--- src/rtl/fetch_stage.sv ---
// fetch_stage: RV32 fetch with PC, 2-deep instruction buffer, redirect/discard and decode stall handling
module fetch_stage #(
   parameter logic [31:0] RESET_ADDR = 32'h0000_0000
) (
   input  logic        clk,
   input  logic        rst_n,
   input  logic        next_pc_en,
   input  logic [31:0] next_pc,
   input  logic        bubble_fetch,
   input  logic        stall_decode,
   output logic        ibus_req,
   output logic [31:0] ibus_addr,
   input  logic        ibus_gnt,
   input  logic        ibus_rvalid,
   input  logic [31:0] ibus_rdata,
   input  logic        ibus_err,
   output logic        inst_valid,
   output logic [31:0] inst,
   output logic [31:0] inst_pc,
   output logic        inst_fault
);
   typedef struct packed {
      logic [31:0] rdata;
      logic [31:0] pc;
      logic        fault;
   } entry_t;

   logic [31:0] pc, aq0, aq1;
   entry_t      e0, e1, e_new;
   logic [1:0]  count, inflight, discard, slot, aslot;
   logic        pop, push, gnt;

   // e0 is always the buffer head; it keeps its last value once the buffer drains
   assign inst_valid = (count != 2'd0) & ~bubble_fetch & ~next_pc_en;
   assign inst       = e0.rdata;
   assign inst_pc    = e0.pc;
   assign inst_fault = e0.fault;
   assign pop        = inst_valid & ~stall_decode;
   // a request is only offered when its response is guaranteed a buffer slot
   assign ibus_req   = rst_n & ~next_pc_en & ((3'(inflight) + 3'(count) - 3'(pop)) < 3'd2);
   assign ibus_addr  = pc;
   assign gnt        = ibus_req & ibus_gnt;
   assign push       = ibus_rvalid & (discard == 2'd0) & ~next_pc_en;
   assign slot       = count - 2'(pop);
   assign aslot      = inflight - 2'(ibus_rvalid);
   assign e_new      = '{ibus_rdata, aq0, ibus_err};

   // PC, shift-style instruction buffer, in-order address queue and discard bookkeeping
   always_ff @(posedge clk or negedge rst_n) begin
      if (!rst_n) begin
         pc       <= RESET_ADDR;
         count    <= 2'd0;
         e0       <= '{32'h0000_0013, RESET_ADDR, 1'b0};
         e1       <= '0;
         inflight <= 2'd0;
         aq0      <= RESET_ADDR;
         aq1      <= RESET_ADDR;
         discard  <= 2'd0;
      end else begin
         pc       <= next_pc_en ? {next_pc[31:2], 2'b00} : gnt ? pc + 32'd4 : pc;
         count    <= next_pc_en ? 2'd0 : slot + 2'(push);
         e0       <= (push && slot == 2'd0) ? e_new : (pop && count == 2'd2) ? e1 : e0;
         e1       <= (push && slot == 2'd1) ? e_new : e1;
         inflight <= aslot + 2'(gnt);
         aq0      <= (gnt && aslot == 2'd0) ? pc : (ibus_rvalid && inflight == 2'd2) ? aq1 : aq0;
         aq1      <= (gnt && aslot == 2'd1) ? pc : aq1;
         discard  <= next_pc_en ? aslot : discard - 2'(ibus_rvalid && discard != 2'd0);
      end
   end

   // a response with nothing outstanding means the bus broke ordering/handshake
   a_rvalid_inflight : assert property (@(posedge clk) disable iff (!rst_n) ibus_rvalid |-> inflight != 2'd0);
endmodule

--- config.mk ---
export PLATFORM = sky130hd
export DESIGN_NAME = fetch_stage
export DESIGN_NICKNAME = d
export VERILOG_FILES = /design/src/rtl/fetch_stage.sv
export SDC_FILE = /design/constraint.sdc
export NUM_CORES = 1
export LEC_CHECK = 0
export CAP_MARGIN = 20
export CORE_AREA = 3 3 118 143
export CTS_BUF_LIST = sky130_fd_sc_hd__clkbuf_2
export DETAILED_ROUTE_END_ITERATION = 8
export DIE_AREA = 0 0 121 146
export DONT_BUFFER_PORTS = 1
export GPL_TIMING_DRIVEN = 1
export PLACE_DENSITY = 0.83
export SETUP_SLACK_MARGIN = 0.3
export SLEW_MARGIN = 20
export SYNTH_ARGS = -nofsm -noshare
export SYNTH_HDL_FRONTEND = slang
export SYNTH_SLANG_ARGS = --single-unit
export TNS_END_PERCENT = 10
--- constraint.sdc ---
create_clock -name clk -period 9.42 [get_ports clk]
set_clock_uncertainty 0.1 [all_clocks]
set_input_delay 1.413 -clock clk [delete_from_list [all_inputs] [get_ports clk]]
set_output_delay 1.413 -clock clk [all_outputs]
set_load 0.05 [all_outputs]
==> impl_metrics.toml <==
[power]
power_frac_seq_pct = 62.8
power.leakage_nw = 5.45
pwr-share-comb_pct = 18.1
p_int_mw = 1.86
power.clock.fraction_pct = 19.0
sw_frac_of_total_pct = 42.4
p_per_area_mw_per_mm2 = 303
ir_drop_v = 0.000163
p_sw_mw = 1.37

[setup_path]
cp_max_fo = 59
cp.required_ns = 7.91
reg2regPathDepth = 9
path_cells = "nor4_1, ha_1, nand2b_1, fa_1, xor2_1, and3_1, and2_1"
cp.depth = 7
end_kind = "output port"
cp_slowest_cell = "and2_1"
critPathKind = "in2out"
critical_path_buf_inv_count = 0
worstReg2RegStart = "count[1]"
cp_top_family = "simple AND/OR/NAND/NOR gates"
r2r-end = "ibus_addr[29]"
cp-start-kind = "input port"
worst-r2r-setup-slack_ns = 5.42
crit_arrival_ns = 3.88
cp_slowest_stage_delay_ns = 0.47

[synth]
synth_seq_area_share_pct = 55.4
synthCells = 877
yosys_register_bits = 222
synthFlopType = "dfrtp_1"
ys_warn_count = 0
synth_area_mm2 = 0.0100
synth_edf_count = 0
synth_cell_types = 49
syn_area_per_cell_um2 = 11.4
async_flop_share_pct = 100

[timing]
whs_ns = 0.228
tns_ns = 0
fin_crit_ns = 5.39
final-hold-violation-count = 0
maxSlewViolCount = 0
setup_violations = 0
fmax_ghz = 0.185
fin_crit_sh_pct = 57.3
max_slew_margin_pct = 37.3
tightest_slew_ns = 0.941
rsz0062_at_grt = "false"

[place]
portBuffers = 0
gp_congestion = 0.935
dp_hpwl_um = 14600
dpl.cell_count = 1035

[die]
die_w_um = 121
die_height_um = 146
rows = 50
dieArea_mm2 = 0.0177
core_area_mm2 = 0.0156
io_pins = 171
initial_utilization_pct = 64.4

[worst_hold_path]
min_path_type = "in2async"

[clocking]
cts_tree = "built"
cts_resized = 0
clk-insertion-delay-late_ns = 0.79
h-tree-depth = 2
clock-sinks = 222
postCtsSetupRepairBufs = 0
cts_buffer_depth = 3
cts_made_buffers = 51
cts_hold_buf = 0
clk_pin_slew_ns = 0.10
ctsRootBufferMaster = "clkbuf_2"

[global_routing]
grt_antenna_before_repair = 1
track_usage_pct = 25.6
grt_pass1_vias = 7356
grt_max_degree = 227
overflow = 0
grt_pass1_wl_um = 36900

[cells_and_area]
stdcell_count = 1131
finish.utilization_pct = 68.4
fin_nets = 964
multiInputGateArea_mm2 = 0.00422
fill_cells = 1123
drive_above_1_share_pct = 21.4
seq_area_mm2 = 0.00556
area_growth_syn_to_layout_pct = 6.24

[detailed_routing]
wl_per_cell_um = 19.7
drt_iter0_drc = 466
vias_per_cell = 6.19
drt_pass1_iterations = 5
wl_um = 22300
num_vias = 6999
ant_nets = 0
drc = 0

[run]
cap_violations = 0

[outcome]
status = "completed"
[kinds of logic (layout without fill, tap and decap cells)]
| family | after synthesis | count (layout) | share of synthesized area [%] |
|---|---|---|---|
| other cells | 1 | 5 | 0.0374 |
| xor+xnor | 14 | 14 | 1.22 |
| simple gates | 226 | 226 | 10.6 |
| fa+ha+maj | 9 | 9 | 1.20 |
| buf+inv | 70 | 112 | 2.94 |
| compound gates | 141 | 141 | 8.12 |
| flops | 222 | 222 | 55.4 |
| mux | 194 | 194 | 20.5 |
[state kept, by name (all words and copies together) (netlist names)]
| register | flops |
|---|---|
| aq0 | 30 |
| count | 2 |
| aq1 | 30 |
| inst_pc | 30 |
| inst | 32 |
| inst_fault | 1 |
| e1 | 63 |
| inflight | 2 |
| discard | 2 |
| ibus_addr | 30 |
[cell usage in the layout, fill, tap and decap left out, types with 2 or more instances in the layout]
cell,synthesis,final
a21boi_0,3,3
a21oi_1,31,31
a221o_1,3,3
a31oi_1,7,7
and2_1,4,4
and3_1,9,7
and4_1,3,3
buf_12,0,3
buf_4,4,4
clkbuf_2,0,86
clkinv_1,1,5
conb_1,1,4
dfrtp_1,219,219
dfstp_2,3,3
ha_1,8,8
inv_1,12,12
mux2_2,93,93
mux2i_1,101,101
nand2_1,92,92
nand3_1,16,14
nand4_1,17,17
nor2_1,48,48
nor2b_1,6,6
nor3_1,9,8
nor4_1,7,7
nor4b_1,2,2
o211ai_1,2,2
o21ai_0,75,75
o311ai_0,3,3
o31ai_1,3,3
o41ai_1,4,4
or3_1,3,3
or4_1,8,8
xnor2_1,9,9
xor2_1,5,5
[per-layer routing]
| metal | part of all wire (%) | up-vias | GRT usage (%) |
|---|---|---|---|
| met5 | 0 | - | 0 |
| li1 | - | 3175 | - |
| met3 | 9.5 | 69 | 7.93 |
| met1 | 38 | 3412 | 30.2 |
| met2 | 49 | 343 | 42.9 |
| met4 | 3.7 | 0 | 11.7 |
[layout make-up]
cell class	count	share of cell area [%]
Multi-Input combinational cell	588	39.6
Inverter	13	0.458
Clock buffer	86	4.04
Timing Repair Buffer	7	0.845
Tap cell	208	2.44
Sequential cell	222	52.2
Clock inverter	6	0.458
Antenna cell	1	0.0235
[metrics by stage]
stage                     setup WS (ns)  power, mW  instance area [um2]
after floorplan                    3.94       2.44                10000
after global placement             4.08       2.56                10100
after detailed placement           4.07       2.64                10100
after CTS                          4.07       3.25                10600
after global routing               3.88       3.43                10700
final                              4.03       3.23                10700
[synthesized netlist by cell type (all sizes together) (2+ instances only)]
| library cell | n | area (um2) |
|---|---|---|
| nor4 | 7 | 43.8 |
| o311ai | 4 | 35.0 |
| dfrtp | 219 | 5480 |
| mux2i | 101 | 1010 |
| a21oi | 31 | 155 |
| and4 | 3 | 26.3 |
| xnor2 | 9 | 78.8 |
| clkbuf | 35 | 131 |
| ha | 8 | 100 |
| or4 | 8 | 60.1 |
| a221o | 3 | 30.0 |
| nand3 | 16 | 80.1 |
| mux2 | 93 | 1050 |
| a21boi | 3 | 22.5 |
| o211ai | 2 | 15.0 |
| o31ai | 3 | 22.5 |
| and2 | 4 | 25.0 |
| and3 | 9 | 56.3 |
| o21ai | 75 | 375 |
| inv | 12 | 45.0 |
| nor4b | 2 | 17.5 |
| a31oi | 7 | 43.8 |
| o41ai | 4 | 35.0 |
| nor2b | 6 | 37.5 |
| xor2 | 5 | 43.8 |
| dfstp | 3 | 78.8 |
| buf | 22 | 115 |
| nor2 | 48 | 180 |
| nor3 | 9 | 45.0 |
| nand2 | 92 | 345 |
| or3 | 3 | 18.8 |
| nand4 | 17 | 106 |
[worst max-delay path by stage]
stage,from,endpoint,slack [ns]
floorplan,next_pc_en,ibus_req,3.94
global placement,next_pc_en,ibus_req,4.08
detailed placement,next_pc_en,ibus_req,4.07
CTS,next_pc_en,ibus_req,4.07
global route,next_pc_en,ibus_req,3.88
finish,next_pc_en,ibus_req,4.03
[power groups by stage]
stage	clock network [mW]	registers (mW)	logic, mW
final	0.614	2.03	0.585
after global routing	0.692	2.07	0.662
after global placement	0	2.02	0.539
after floorplan	0	1.95	0.494
after detailed placement	0	2.05	0.584
after CTS	0.636	2.03	0.586
[worst register-to-register path: cells and delay by family (launching register included)]
family          cells  cell delay (ns)
simple gates        6             2.30
fa+ha+maj           2             0.86
flops               1             0.47
compound gates      1             0.23
Note: power is estimated with default switching activity, not from simulation.
==> variant (same flow settings) <==
Make the reset (`rst_n`) synchronous in one clocked block.
--- a/src/rtl/fetch_stage.sv
+++ b/src/rtl/fetch_stage.sv
@@ -46,7 +46,7 @@
    assign e_new      = '{ibus_rdata, aq0, ibus_err};
 
    // PC, shift-style instruction buffer, in-order address queue and discard bookkeeping
-   always_ff @(posedge clk or negedge rst_n) begin
+   always_ff @(posedge clk) begin
       if (!rst_n) begin
          pc       <= RESET_ADDR;
          count    <= 2'd0;
Check against the original RTL: differs if rst_n is asserted again (counterexample within 4 cycles, from zero or initial values and one cycle with rst_n low); with rst_n held inactive, the same outputs for 4 cycles.
==> variant against the unedited design <==
  * Maximum frequency fell by 5.2%
  * Sequential share of layout area down 7.4 points
  * Via count rose by 12%
  * First-iteration DRC count up 24%
  * Sequential cell count stayed put
  * Register-to-register slack got worse by 0.61 ns
  * Core utilization down 4.7 points
  * Final area fell by 6.8%
  * Setup slack worse by 0.30 ns
  * Die area unchanged
  * Wire length rose by 2.9%
  * Count of clock-buffer cells in the layout shrank 15
  * Synthesized area fell by 5.5%
  * Critical path type unchanged
  * Largest cell class is now multi-input combinational cells
Power is not compared: it rests on default switching activity, and its combinational part moved more than twofold at a synthesized area within 25%.
==> variant: results (changes against the unedited design) <==
** Detailed routing
- First DRT Iteration DRCs :: 576 (+24%)
- Total number of vias :: 7,818 (+12%)
- The length of routed met3 wiring came to 2.17 mm (+2.4%).
- The total routed wirelength came to 22.9 mm (+2.9%).
- Routed met2 length :: 11.4 mm (+3.9%)
- The routed length on met1 was 9.05 mm (+7.9%).

** Clock network
- The TritonCTS buffer count was 53 (+3.9%).

** Logic synthesis
- The proportion of register bits with asynchronous set or reset after synthesis is 0 (-1.00).
- Most area-consuming cells after synthesis :: sky130_fd_sc_hd__dfxtp_1 (47%), sky130_fd_sc_hd__mux2i_1 (9.9%), sky130_fd_sc_hd__nand2_1 (8.0%)
- Average size of a mapped cell :: 8.61 sq um (-25%)
- Adder-cell share of the synthesized area :: 0.0127 (+0.000699)
- The parity-gate share of the synthesized area counting xor and xnor cells was 0.0213 (+0.00903).
- The post-synthesis compound-gate area fraction is 0.169 (+0.0875).
- The most used flip-flop cell after synthesis is sky130_fd_sc_hd__dfxtp_1.
- Register area share after synthesis :: 0.469 (-0.0853)

** Min path
- The worst hold path belongs to the class flop to flop.

** Place
- Placement Cell Area :: 0.00949 sq mm (-6.2%)
- Final Wtd Congestion :: 0.782 (-16%)
- Hpwl dp :: 14.2 mm (-2.9%)
- Instance count after placement with tap cells included :: 1,228 (+19%)

** Global route
- Wire length of the first global-routing pass :: 37.0 mm (about the same)
- The global-route met2 utilization was 0.427 (-0.00167).
- The all-layer global routing usage is 0.252 (-0.00456).
- The via count of the first global-routing pass was 7,448 (+1.3%).
- Met3 GRT Util :: 0.0929 (+0.0136)
- Global routing met1 resource utilization :: 0.295 (-0.00703)

** Timing
- The headroom to the max-slew limit came to 0.293 (-0.0795).

** Finish
- Non-clock buffer count :: 12 (+5)
- The fill cell instance count of the final layout was 1,325 (+18%).
- Sequential cell area in the final layout :: 0.00444 sq mm (-20%)
- Final non-clock buffer share :: 0.0111 (+0.00263)
- The number of clock-tree buffers in the layout is 71 (-17%).
- Share of cell area taken by multi-input logic gates :: 0.467 (+0.0708)
- Layout multi-input combinational cell count :: 770 (+31%)
- Relative area of clock buffers and inverters in the final design :: 0.0415 (-0.00351)
- The count of non-CTS inverters in the layout was 17 (+4).

** Worst setup path
- The worst register-to-register path begins at count[1].
- Crit path max-delay family :: compound AO/OA/AOI/OAI gates
- The slowest stage of the critical path belongs to the cell sky130_fd_sc_hd__a21boi_1.
- Highest net fanout along the worst path :: 43 (-27%)

** Run status
- Run status :: finished, final reports clean

** Floorplan
- Number of well taps :: 208 (unchanged)
==> variant: changes by cell type after synthesis, sizes merged, moves of 7 or more <==
| cell | change |
|---|---|
| dfrtp | -219 |
| dfxtp | +222 |
| mux2i | -7 |
| mux2 | -89 |
| xor2 | +9 |
| a21oi | +81 |
| o21ai | -64 |
| nand2 | +110 |
| a211oi | +92 |
| clkbuf | +33 |
| nor2 | +59 |
| o22ai | +9 |
==> variant: final timing paths <==
path,end,slack (ns),cells after the start
max reg2reg,aq0[31],4.81,14
min,e1[5],0.34,2
max,ibus_req,3.73,9
min reg2reg,e1[5],0.34,2
==> variant: metrics by stage <==
step	setup WS (ns)	hold WS (ns)
after floorplan	2.24	0.334
after global placement	3.76	0.341
after detailed placement	3.69	0.346
after CTS	3.72	0.331
after global routing	3.59	0.345
final	3.73	0.344
